==> config.mk <==
export PLATFORM = sky130hd
export DESIGN_NAME = ram_port_ctrl
export DESIGN_NICKNAME = d
export VERILOG_FILES = /design/src/rtl/ram_port_ctrl.sv
export SDC_FILE = /design/constraint.sdc
export NUM_CORES = 1
export LEC_CHECK = 0
export CORE_MARGIN = 2
export CORE_UTILIZATION = 25
export DETAILED_ROUTE_END_ITERATION = 16
export HOLD_SLACK_MARGIN = 0.05
export PLACE_DENSITY = 0.55
export SLEW_MARGIN = 0
export SYNTH_ARGS = -nofsm -noshare
export SYNTH_HDL_FRONTEND = slang
export SYNTH_SLANG_ARGS = --single-unit
==> constraint.sdc <==
create_clock -name clk -period 1.9 [get_ports clk]
set_input_delay 0.19 -clock clk [delete_from_list [all_inputs] [get_ports clk]]
set_output_delay 0.19 -clock clk [all_outputs]
set_load 0.05 [all_outputs]
==> src/rtl/ram_port_ctrl.sv <==
// Command front-end for a 1W/1R synchronous RAM: registered port drive, 2-cycle read response via FIFO.
// cmd_ready reserves a FIFO slot per in-flight read, so read data is never dropped under rsp back-pressure.
module ram_port_ctrl #(
    parameter int ADDR_WIDTH = 4,
    parameter int DATA_WIDTH = 8,
    parameter int RSP_DEPTH  = 4
) (
    input  logic                  clk,
    input  logic                  rstn,
    input  logic                  cmd_valid,
    output logic                  cmd_ready,
    input  logic                  cmd_write,
    input  logic [ADDR_WIDTH-1:0] cmd_addr,
    input  logic [DATA_WIDTH-1:0] cmd_wdata,
    output logic                  rsp_valid,
    input  logic                  rsp_ready,
    output logic [DATA_WIDTH-1:0] rsp_data,
    output logic                  ram_wr_en,
    output logic [ADDR_WIDTH-1:0] ram_wr_addr,
    output logic [DATA_WIDTH-1:0] ram_wr_data,
    output logic                  ram_rd_en,
    output logic [ADDR_WIDTH-1:0] ram_rd_addr,
    input  logic [DATA_WIDTH-1:0] ram_rd_data,
    output logic [15:0]           wr_count,
    output logic [15:0]           rd_count
);
    localparam int PW = $clog2(RSP_DEPTH);
    localparam int CW = PW + 1;
    localparam int SW = CW + 1;

    logic                  p1;
    logic                  p2;
    logic [DATA_WIDTH-1:0] fifo_mem [RSP_DEPTH];
    logic [PW-1:0]         wr_ptr;
    logic [PW-1:0]         rd_ptr;
    logic [CW-1:0]         fifo_count;
    logic [SW-1:0]         credit_used;
    logic                  accept;
    logic                  push;
    logic                  pop;
    logic                  full;

    // Slots already promised: stored entries plus reads still travelling through the RAM.
    assign credit_used = {1'b0, fifo_count} + SW'(p1) + SW'(p2);
    assign cmd_ready   = credit_used < SW'(RSP_DEPTH);
    assign accept      = cmd_valid && cmd_ready;

    assign push      = p2;
    assign rsp_valid = fifo_count != '0;
    assign pop       = rsp_valid && rsp_ready;
    assign rsp_data  = fifo_mem[rd_ptr];
    assign full      = fifo_count == CW'(RSP_DEPTH);

    always_ff @(posedge clk or negedge rstn) begin
        if (!rstn) begin
            ram_wr_en   <= 1'b0;
            ram_wr_addr <= '0;
            ram_wr_data <= '0;
            ram_rd_en   <= 1'b0;
            ram_rd_addr <= '0;
            p1          <= 1'b0;
            p2          <= 1'b0;
            wr_count    <= '0;
            rd_count    <= '0;
        end else begin
            ram_wr_en <= accept && cmd_write;
            ram_rd_en <= accept && !cmd_write;
            p1        <= accept && !cmd_write;
            p2        <= p1;
            if (accept && cmd_write) begin
                ram_wr_addr <= cmd_addr;
                ram_wr_data <= cmd_wdata;
                wr_count    <= wr_count + 16'd1;
            end
            if (accept && !cmd_write) begin
                ram_rd_addr <= cmd_addr;
                rd_count    <= rd_count + 16'd1;
            end
        end
    end

    always_ff @(posedge clk or negedge rstn) begin
        if (!rstn) begin
            for (int i = 0; i < RSP_DEPTH; i++) begin
                fifo_mem[i] <= '0;
            end
            wr_ptr     <= '0;
            rd_ptr     <= '0;
            fifo_count <= '0;
        end else begin
            if (push) begin
                fifo_mem[wr_ptr] <= ram_rd_data;
                wr_ptr           <= wr_ptr + PW'(1);
            end
            if (pop) begin
                rd_ptr <= rd_ptr + PW'(1);
            end
            case ({push, pop})
                2'b10:   fifo_count <= fifo_count + CW'(1);
                2'b01:   fifo_count <= fifo_count - CW'(1);
                default: fifo_count <= fifo_count;
            endcase
        end
    end

    overflow_chk: assert property (@(posedge clk) disable iff (!rstn) !(push && full));

endmodule

== Yosys cells after proc, flatten, opt, wreduce, memory -nomap -nowiden ==
Index checks and enable logic that the tools add are counted.

* Add/sub/neg operators: 8
* $lt $le $gt $ge: 4
* Equality and inequality tests: 2
* Multiplexer cells: 7
* Bitwise operators: 2
* Reduce and logical (&&, ||, !) cells: 8

{| class="wikitable"
|+ Operators by type and width
! kind !! count
|-
| $add 16x1->16 const B || 2
|-
| $bwmux 32 || 1
|-
| $mux 8 || 3
|-
| $bmux 8 s2 || 1
|-
| $demux 8 s2 || 1
|-
| $ge 3x3->1 const B || 2
|-
| $not 2->3 || 2
|-
| $pmux 3 s2 || 1
|-
| $logic_and 1x1->1 || 5
|-
| $add 2x1->2 const B || 2
|-
| $add 3x1->4 || 1
|-
| $add 4x1->4 || 1
|-
| $lt 4x3->1 const B || 1
|-
| $add 3x1->3 const B || 1
|-
| $lt 3x1->1 const B || 1
|-
| $reduce_bool 3->1 || 1
|-
| $sub 3x1->3 const B || 1
|-
| $eq 2x1->1 const B || 1
|-
| $eq 2x2->1 const B || 1
|-
| $reduce_bool 2->1 || 1
|-
| $logic_not 1->1 || 1
|}

* Register bits: 90
* Input bits: 25
* Output and inout bits: 60
* Word-level logic and storage cells: 46

== Depth between registers and ports, before layout ==
Gate-level depths: netlist of the first run.

* Depth in word-level cells: 6
* Gate-level depth with buffers: 8
* Gate-level depth less buffers: 8

== Worst setup path before layout of the first run ==
No wires, ideal clock.

* Kind: reg2reg
* Start point: reg fifo_count[0]
* End point: reg ram_wr_addr[0]
* Library setup time: 0.125 ns
* Data arrival time: 2.229 ns
* Data required time: 1.775 ns
* Slack: -0.454 ns
* Stages on the path, launching flop included: 8
* Path buffers: 2
* Clock period less this slack: 2.354 ns
* Path through: dfrtp_1 -> ha_1 -> a21o_2 -> a21oi_2 -> and3_1 -> buf_4 -> buf_8 -> mux2_4

* Word-level cells in the longest chain between the ends: 5

{| class="wikitable"
|+ RTL lines
! item !! line !! RTL
|-
| from (decl) || 36 || <nowiki>logic [CW-1:0] fifo_count;</nowiki>
|-
| from (signal assigned) || 99 || <nowiki>2'b10: fifo_count <= fifo_count + CW'(1);</nowiki>
|-
| from (signal assigned) || 100 || <nowiki>2'b01: fifo_count <= fifo_count - CW'(1);</nowiki>
|-
| from (signal assigned) || 101 || <nowiki>default: fifo_count <= fifo_count;</nowiki>
|-
| $add 3x1->4 || 44 || <nowiki>assign credit_used = {1'b0, fifo_count} + SW'(p1) + SW'(p2);</nowiki>
|-
| $add 4x1->4 || 44 ||
|-
| $lt 4x3->1 || 45 || <nowiki>assign cmd_ready = credit_used < SW'(RSP_DEPTH);</nowiki>
|-
| via cmd_ready || 11 || <nowiki>output logic cmd_ready,</nowiki>
|-
| $logic_and 1x1->1 || 46 || <nowiki>assign accept = cmd_valid && cmd_ready;</nowiki>
|-
| $logic_and 1x1->1 || 70 || <nowiki>if (accept && cmd_write) begin</nowiki>
|-
| to (signal assigned) || 71 || <nowiki>ram_wr_addr <= cmd_addr;</nowiki>
|-
| to (decl) || 19 || <nowiki>output logic [ADDR_WIDTH-1:0] ram_wr_addr,</nowiki>
|}

The timed path passes the listed nets, and every way through them passes these cells.
A chain may end at the register's enable or synchronous reset.

== Worst setup path after layout of the first run ==
* Start point: reg rd_count[0]
* End point: out rd_count[0]

{| class="wikitable"
|+ RTL lines
! item !! line !! RTL
|-
| from (decl) || 25 || <nowiki>output logic [15:0] rd_count</nowiki>
|-
| from (signal assigned) || 77 || <nowiki>rd_count <= rd_count + 16'd1;</nowiki>
|}

No word-level cell between the ends.

==> results.md, run 1 <==
* Clock Sinks at 90
* CP delay by family, top: buffers and inverters
* Worst Path Buf+Inv at 1
* Cells after DPL at between 500 and 600
* Final Instance Count excl. Fillers at about 600
* CP arrival at about 1.6 ns
* Post-Layout Inst Area at ~0.0055 mm2
* Final wirelength at ~8500 um
* R2R Path Start: fifo_count[0]$_DFFE_PN0P_
* RSZ-0062 raised after global routing: false
* WL/cell at between 10 and 15 um
* Post-synthesis compound-gate area fraction at ~2.3%
* Largest net degree at the start of global routing at between 50 and 60
* Mapped cell area at around 0.0040 mm2
* H-tree levels at 3
* Antenna violations before repair at 0
* Router iterations before antenna repair at 4
* FP Rows at 46
* Clock-pin slew on the worst setup and hold paths at ~0.070 ns
* Worst Path Required at 1.71 ns
* TritonCTS clock tree: done
* Slew of the pin with the lowest slew margin at between 0.5 and 0.6 ns
* Largest fanout on the critical path at 5
* Grt ovf at 0
* Max Fclk at about 550 MHz
* Syn nets at 308
* R2R depth at 6
* Fillers at 1522
* First-pass GRT wire length at ~14000 um
* Initial Util at about a quarter
* DP Worst Slack at 0.00865 ns
* Vias per cell at around 4.3
* Setup ws final at ~0.067 ns
* Max_slew headroom at between 60% and 70%
* Num CTS Buffers at 9
* Beginning of the critical path: rd_count[0]$_DFFE_PN0P_
* DRT antenna net count at 0
* Mux contribution to synthesized area at between 10% and 20%
* Clk_skew at ~0.0078 ns
* Die Y-Extent at roughly 130 um
* CP peak stage delay at about 0.84 ns
* Max cap viols at 0
* Area contributors post-synth: dfrtp_1, mux2_2, xnor2_1, mux4_2, mux2_4
* Final min period at about 1.8 ns
* DR iter-0 viols at between 100 and 150
* Startpoint Class: flip-flop
* # port buffers at 84
* Worst r2r dst: ram_wr_addr[3]$_DFFE_PN0P_
* Leak at around 0.0023 uW
* Slowest cell on the critical path: clkdlybuf4s50_1
* DPL Wire Length at roughly 5900 um
* Seq/Total Area, Yosys at 56.7%
* N_diodes at 0
* Ys Warns at 0
* #FFs+latches synth at 90
* # DRC at 0
* Avg Inst Size Synth at about 14 um2
* Die X at around 130 um
* CORE AREA at 0.0157 mm2
* Simple-gate share of the synthesized area at between 8 and 9%
* Total power at between 9000 and 10000 uW
* Largest family of logic cells by synthesized area: multiplexers
* Xor and xnor fraction of the mapped netlist area at approximately 8%
* Dpl cell area at between 0.005 and 0.006 mm2
* Crit Path Category: reg2out
* Fraction of layout cells with a size suffix above 1 at approximately 30%
* R2r setup slk at 0.08 ns
* Cell chain of the critical path: clkdlybuf4s50_1
* Hold Crit Class: in2async
* GPL Wtd Cong at ~0.77
* Via count at approximately 2600
* DIE AREA at around 0.017 mm2
* Finish-stage setup viols at 0
* Final period utilization at a little over nine tenths
* Final #Nets at between 400 and 500
* Cell count after synthesis at ~270
* P&R area growth vs syn at 38.1%
* Post-synth cell types at 38
* Clock Latency Late Sink at between 0.3 and 0.4 ns
* Largest area contributor in the netlist: dfrtp_1
* Commonest non-fill, non-tap cell in the layout: dfrtp_1
* Worst vdd ir at around 780 uV
* Status: complete, no violations
* Area share of fa/ha/maj cells after synthesis at a little over 3%
* I/O pin cnt at 85
* Gr usage total at about 11%
* Vias in the first global route at ~2700
* Clock Tree Buf Depth at 2
* Final Slew Violations at 0
* Final Hold Vio Count at 0
* CTS root buf: clkbuf_16
* Top cell type's share of synthesized area at a little under three fifths
* Most frequent cells in the layout: dfrtp_1, clkdlybuf4s50_1, mux2_2
* CP endpoint kind: output pin
* PD cells at 1700 mW/mm2
## flip-flops by register name (all words and copies together), names as in the netlist
register     count
fifo_count       3
fifo_mem        32
p1               1
p2               1
ram_rd_addr      4
ram_wr_addr      4
ram_wr_data      8
ram_wr_en        1
rd_count        16
rd_ptr           2
wr_count        16
wr_ptr           2
## through the flow
stage	TNS, ns	hold WS [ns]	util, %
3_3_place_gp	0	0.129	33.0
4_1_cts	0	0.312	34.8
5_1_grt	0	0.341	34.9
3_5_place_dp	0	0.132	33.0
6_report	0	0.322	34.9
2_1_floorplan	-2.30	-0.106	-
## per-layer routing
| metal | wire, um | track usage, % | up-vias |
|---|---|---|---|
| met3 | 364 | 2.99 | 7 |
| met1 | 3980 | 14.1 | 1325 |
| li1 | - | - | 1185 |
| met5 | 0 | 0 | - |
| met2 | 4090 | 17.4 | 60 |
| met4 | 92 | 3.61 | 0 |
## timing repair
item | 4_1_cts | 5_1_grt
endpoints found under the setup margin | 0 | 8
resized for setup | 0 | 3
hold buffers | 1 | 0
setup buffers | 0 | 1
hold endpoints to repair | 24 | 0
## cells in the mapped netlist (all sizes together)
master / number
nand4: 13
ha: 8
xnor2: 26
nand2: 13
mux2i: 1
mux2: 50
and4: 3
nor3b: 1
a2111oi: 1
nor4: 1
buf: 5
nand3: 10
a211oi: 2
and3: 9
nor3: 2
xor2: 10
mux4: 8
nor2b: 1
a21oi: 2
fa: 1
inv: 7
and2: 2
a21o: 1
nor2: 2
clkbuf: 2
or3: 1
dfrtp: 90
o21ai: 2
## worst max path at each step
stage,end,slack (ns),cells past startpoint
finish,rd_count[0],0.07,1
global route,fifo_count[2]$_DFFE_PN0P_,0.006,8
CTS,ram_wr_addr[3]$_DFFE_PN0P_,0.01,6
detailed placement,fifo_count[2]$_DFFE_PN0P_,0.009,8
global placement,fifo_count[2]$_DFFE_PN0P_,0.04,8
floorplan,ram_wr_addr[0]$_DFFE_PN0P_,-0.21,7
## power breakdown
part | internal, uW | switching [uW]
clock | 889 | 761
sequential | 2630 | 509
combinational | 1910 | 2610
total | 5420 | 3880
## kinds of logic (layout without fill, tap and decap cells)
| kind of cell | Yosys count | count (layout) |
|---|---|---|
| AOI/OAI and AO/OA | 8 | 8 |
| xor gates and xnor gates | 36 | 36 |
| adders and majority gates | 9 | 9 |
| buffers and inverters | 14 | 122 |
| DFF | 90 | 90 |
| muxes | 59 | 59 |
| and+or+nand+nor | 58 | 58 |
## area by class of cell
type,count,area (um2),share of cell area [%]
clock buffer,10,229,4.18
inverter,7,26.3,0.479
timing repair buffer,99,966,17.6
tap,216,270,4.93
multi-input combinational,170,1690,30.9
clock inverter,6,43.8,0.799
sequential,90,2260,41.1
No activity file was read; power rests on OpenSTA's default activity.
==> run 2, diff against run 1 <==
CELL_PAD_IN_SITES_DETAIL_PLACEMENT = 1   (was default)
CELL_PAD_IN_SITES_GLOBAL_PLACEMENT = 2   (was default)
PLACE_DENSITY = 0.71   (was 0.55)
==> results.md, run 2 (synthesis results as in run 1) <==
* Status: complete, no violations
* Total power at roughly 9700 uW
* Cell chain of the critical path: or3_4 > and2_4 > ha_4 > inv_2 > fa_2 > xor2_1 > nor2_1 > xor2_1
* Clock Sinks at 90
* CP peak stage delay at ~0.45 ns
* Internal Power at approximately 5700 uW
* Slowest cell on the critical path: dfrtp_2
* Clk_skew at 0.00891 ns
* Gr usage total at 11.3%
* PD cells at roughly 1700 mW/mm2
* P&R area growth vs syn at 41.0%
* Final Instance Count excl. Fillers at roughly 600
* Sequential share of power at between 30% and 40%
* Vias in the first global route at approximately 2800
* Clock Latency Late Sink at around 0.34 ns
* Hold Crit Class: in2async
* Die X at ~130 um
* Final #Nets at just over 400
* DR iter-0 viols at between 50 and 60
* Finish-stage setup viols at 0
* Crit path capture: fifo_count[2]$_DFFE_PN0P_
* Max cap viols at 0
* DPL Wire Length at 6490 um
* R2r setup slk at slightly below 0.06 ns
* RSZ-0062 raised after global routing: true
* TritonCTS clock tree: done
* Power share of the clock group at roughly 20%
* Die Y-Extent at 130 um
* Worst Path Buf+Inv at 1
* CP endpoint kind: flip-flop
* DIE AREA at around 0.017 mm2
* N_diodes at 0
* WL/cell at around 15 um
* CORE AREA at between 0.015 and 0.02 mm2
* Sw Share at 40.7%
* GPL Wtd Cong at 0.746
* Leak at approximately 0.0024 uW
* Most frequent cells in the layout: dfrtp_1, clkdlybuf4s50_1, mux2_2
* FP Rows at between 40 and 50
* Most frequent CP cell: xor2_1
* Slew of the pin with the lowest slew margin at 0.521 ns
* Crit Path Category: reg2reg
* Clock-pin slew on the worst setup and hold paths at 0.07 ns
* Fraction of layout cells with a size suffix above 1 at 30.8%
* Max Fclk at 543 MHz
* Switching pwr at 3940 uW
* Final Hold Vio Count at 0
* Final Slew Violations at 0
* Grt ovf at 0
* H-tree levels at 3
* Worst vdd ir at ~980 uV
* Final wirelength at slightly above 9000 um
* Largest net degree at the start of global routing at 42
* Clock Tree Buf Depth at 2
* R2R depth at 8
* Cells after DPL at 580
* First-pass GRT wire length at ~15000 um
* Antenna violations before repair at 0
* Router iterations before antenna repair at 4
* Max_slew headroom at 65.2%
* Via count at between 2000 and 3000
* Stages on the worst setup path at 8
* R2R Path Start: fifo_count[0]$_DFFE_PN0P_
* Final period utilization at roughly 97%
* Max reg flops at 32
* Commonest non-fill, non-tap cell in the layout: dfrtp_1
* DRT antenna net count at 0
* CP delay by family, top: simple AND/OR/NAND/NOR gates
* CP arrival at approximately 2.1 ns
* Num CTS Buffers at 9
* I/O pin cnt at 85
* Initial Util at between 20% and 30%
* Biggest register: fifo_mem
* Final min period at ~1.8 ns
* Largest fanout on the critical path at 4
* # port buffers at 84
* Startpoint Class: flip-flop
* Beginning of the critical path: fifo_count[0]$_DFFE_PN0P_
* CTS root buf: clkbuf_16
* # DRC at 0
* Largest registers: fifo_mem (32), rd_count (16), wr_count (16)
* Worst r2r dst: fifo_count[2]$_DFFE_PN0P_
* Logic gate share of total power at 47.3%
* Worst Path Required at between 2 and 2.5 ns
* Fillers at between 1500 and 2000
* Vias per cell at around 4.3
==> run 2: power groups by stage <==
stage          Sequential [uW]  Clock, uW  Combinational, uW
3_5_place_dp              3170          0               4570
3_3_place_gp              3140          0               4490
6_report                  3150       1950               4580
5_1_grt                   3250       2090               4840
4_1_cts                   3150       2000               4590
2_1_floorplan             4010          0               2240
==> run 2: area by class of cell <==
class / instances / area, um2 / area share [%]
well taps: 216 / 270 / 4.83
clock buffers: 9 / 225 / 4.03
inverters: 7 / 26.3 / 0.470
clock inverters: 7 / 100 / 1.79
repair buffers: 100 / 1010 / 18.1
multi-input cells: 170 / 1710 / 30.5
flip-flops and latches: 90 / 2260 / 40.3
==> run 2: routing by layer <==
metal / part of all wire [%] / GRT usage [%]
met1: 45 / 13.9
met2: 51 / 19.4
met3: 3.3 / 3.24
met4: 1.2 / 3.61
met5: 0 / 0
==> run 2: per-stage QoR <==
step           setup TNS, ns  util [%]  hold slack, ns  cell area, um2  setup WS, ns
2_1_floorplan          -2.30         -          -0.106            4020        -0.212
3_3_place_gp               0      33.1           0.135            5200        0.0354
3_5_place_dp         -0.0120      33.1           0.140            5200       -0.0120
4_1_cts                    0      35.2           0.323            5530       0.00853
5_1_grt              -0.0230      35.6           0.354            5590      -0.00884
6_report                   0      35.6           0.311            5590        0.0587
==> run 2: what timing repair did <==
| action | CTS | global route |
|---|---|---|
| endpoints found under the setup margin | 0 | 21 |
| setup buffers | 0 | 1 |
| gates resized for setup | 0 | 9 |
| hold buffers | 1 | 0 |
| hold endpoints to repair | 24 | 0 |
==> run 2: worst min-delay path by stage <==
stage	end	slack, ns	depth (start not counted)
3_3_place_gp	wr_count[10]$_DFFE_PN0P_	0.13	1
5_1_grt	wr_count[11]$_DFFE_PN0P_	0.35	2
2_1_floorplan	fifo_count[0]$_DFFE_PN0P_	-0.11	0
6_report	wr_count[11]$_DFFE_PN0P_	0.31	2
4_1_cts	wr_count[11]$_DFFE_PN0P_	0.32	2
3_5_place_dp	wr_count[11]$_DFFE_PN0P_	0.14	1
==> run 3, diff against run 2 <==
==> constraint.sdc (replaced) <==
create_clock -name clk -period 1.9 [get_ports clk]
set_input_delay 0.285 -clock clk [delete_from_list [all_inputs] [get_ports clk]]
set_output_delay 0.285 -clock clk [all_outputs]
set_load 0.05 [all_outputs]
==> results.md, run 3 (synthesis results as in run 1) <==
* Status: complete, no violations
* Die Y-Extent at between 100 and 150 um
* Clock Sinks at 90
* Crit Path Category: reg2out
* Largest net degree at the start of global routing at 91
* WL/cell at between 15 and 20 um
* Startpoint Class: flip-flop
* Sw Share at between 40 and 50%
* Slew of the pin with the lowest slew margin at 0.519 ns
* Met1 usage at between 10% and 20%
* Max_slew headroom at 65.3%
* Fraction of layout cells with a size suffix above 1 at 34.5%
* Grt ovf at 0
* N_diodes at 0
* RSZ-0062 raised after global routing: true
* Via count at 2583
* Leak at between 0.002 and 0.003 uW
* GR peak layer: met2
* Gr usage total at 11.6%
* Final period utilization at 99.6%
* Final Slew Violations at 0
* CTS root buf: clkbuf_16
* Worst vdd ir at approximately 900 uV
* Largest registers: fifo_mem (32), rd_count (16), wr_count (16)
* Final Hold Vio Count at 0
* Clk_skew at 0.00659 ns
* FP Rows at 46
* Biggest register: fifo_mem
* P&R area growth vs syn at 40.5%
* I/O pin cnt at 85
* CORE AREA at between 0.015 and 0.02 mm2
* Clock Tree Buf Depth at 2
* Worst Path Required at 1.62 ns
* Logic gate share of total power at ~49%
* Max Fclk at ~530 MHz
* CP arrival at around 1.6 ns
* CP endpoint kind: output pin
* Num CTS Buffers at 9
* Clock-pin slew on the worst setup and hold paths at about 0.07 ns
* First-pass GRT wire length at 15000 um
* Finish-stage setup viols at 0
* Vias in the first global route at about 2800
* Antenna violations before repair at 0
* Power share of the clock group at 18.6%
* Setup_tns at 0 ns
* Vias per cell at around 4.3
* Final min period at around 1.9 ns
* DRT antenna net count at 0
* Final #Nets at between 400 and 500
* Internal Power at between 5000 and 6000 uW
* PD cells at 1740 mW/mm2
* GPL Wtd Cong at 0.711
* Global routing usage on met3 at 3.16%
* # port buffers at between 80 and 90
* Clock Latency Late Sink at between 0.3 and 0.4 ns
* Switching pwr at between 3000 and 4000 uW
* Hold Crit Class: reg2reg
* DR iter-0 viols at 31
* Max reg flops at 32
* H-tree levels at 3
* Max cap viols at 0
* DIE AREA at approximately 0.017 mm2
* Router iterations before antenna repair at 4
* Setup ws final at approximately 0.0070 ns
* Commonest non-fill, non-tap cell in the layout: dfrtp_1
* GRT met2 Usage at about a fifth
* Largest fanout on the critical path at 4
* # DRC at 0
* Die X at ~130 um
* Most frequent cells in the layout: dfrtp_1, clkdlybuf4s50_1, mux2_2
* TritonCTS clock tree: done
* Sequential share of power at 32.4%
* DP Worst Slack at -0.0557 ns
* DPL Wire Length at ~6300 um
* Final wirelength at between 9000 and 10000 um
* Initial Util at 25.3%
run 3: layout make-up:
type | instances | area [um2]
clock buffer | 9 | 225
clock inverter | 7 | 77.6
fill | 1658 | 10100
inverter | 7 | 26.3
multi-input combinational | 170 | 1690
sequential | 90 | 2260
tap | 216 | 270
timing repair buffer | 102 | 1030
run 3: metal layers:
layer,vias to the layer above,routed length [um]
met2,47,4640
met4,0,115
met3,12,340
met1,1333,4050
met5,-,0
li1,1191,-
run 3: worst paths after layout:
| kind | cells past startpoint | end | slack, ns | from |
|---|---|---|---|---|
| max reg2reg | 6 | fifo_count[1]$_DFFE_PN0P_ | 0.03 | fifo_count[0]$_DFFE_PN0P_ |
| min reg2reg | 0 | p2$_DFF_PN0_ | 0.45 | p1$_DFF_PN0_ |
| max in group asynchronous | 3 | p1$_DFF_PN0_ | 0.97 | rstn |
| max | 5 | cmd_ready | 0.007 | fifo_count[0]$_DFFE_PN0P_ |
| min | 0 | p2$_DFF_PN0_ | 0.45 | p1$_DFF_PN0_ |
| min in group asynchronous | 3 | wr_count[15]$_DFFE_PN0P_ | 0.54 | rstn |
run 3: timing repair:
| action | in CTS | in global routing |
|---|---|---|
| endpoints found under the hold margin | 90 | 0 |
| cloned | 0 | 1 |
| hold buffers | 1 | 0 |
| endpoints found under the setup margin | 10 | 28 |
| pin swaps | 0 | 5 |
| resized for setup | 9 | 16 |
| setup buffers | 1 | 0 |
run 3: power by group through the flow:
stage	Clock [uW]	Combinational, uW	Sequential [uW]
3_5_place_dp	0	4600	3170
6_report	1810	4760	3150
3_3_place_gp	0	4520	3130
4_1_cts	1890	4670	3140
5_1_grt	1960	5040	3250
2_1_floorplan	0	2240	4010
run 3: through the flow:
stage / hold WS [ns] / util [%] / std cells / power [uW] / cell area, um2
2_1_floorplan: -0.0106 / - / 274 / 6250 / 4020
3_3_place_gp: 0.376 / 33.0 / 582 / 7650 / 5180
3_5_place_dp: 0.389 / 33.0 / 582 / 7770 / 5180
4_1_cts: 0.463 / 35.0 / 600 / 9700 / 5510
5_1_grt: 0.475 / 35.5 / 601 / 10300 / 5580
6_report: 0.453 / 35.5 / 601 / 9720 / 5580
run 3: worst max-delay path, cell delays in order (launching register included):
cell,delay (ns)
dfrtp_1,0.43
ha_4,0.24
a21o_4,0.23
a21oi_4,0.13
buf_6,0.12
buf_12,0.12
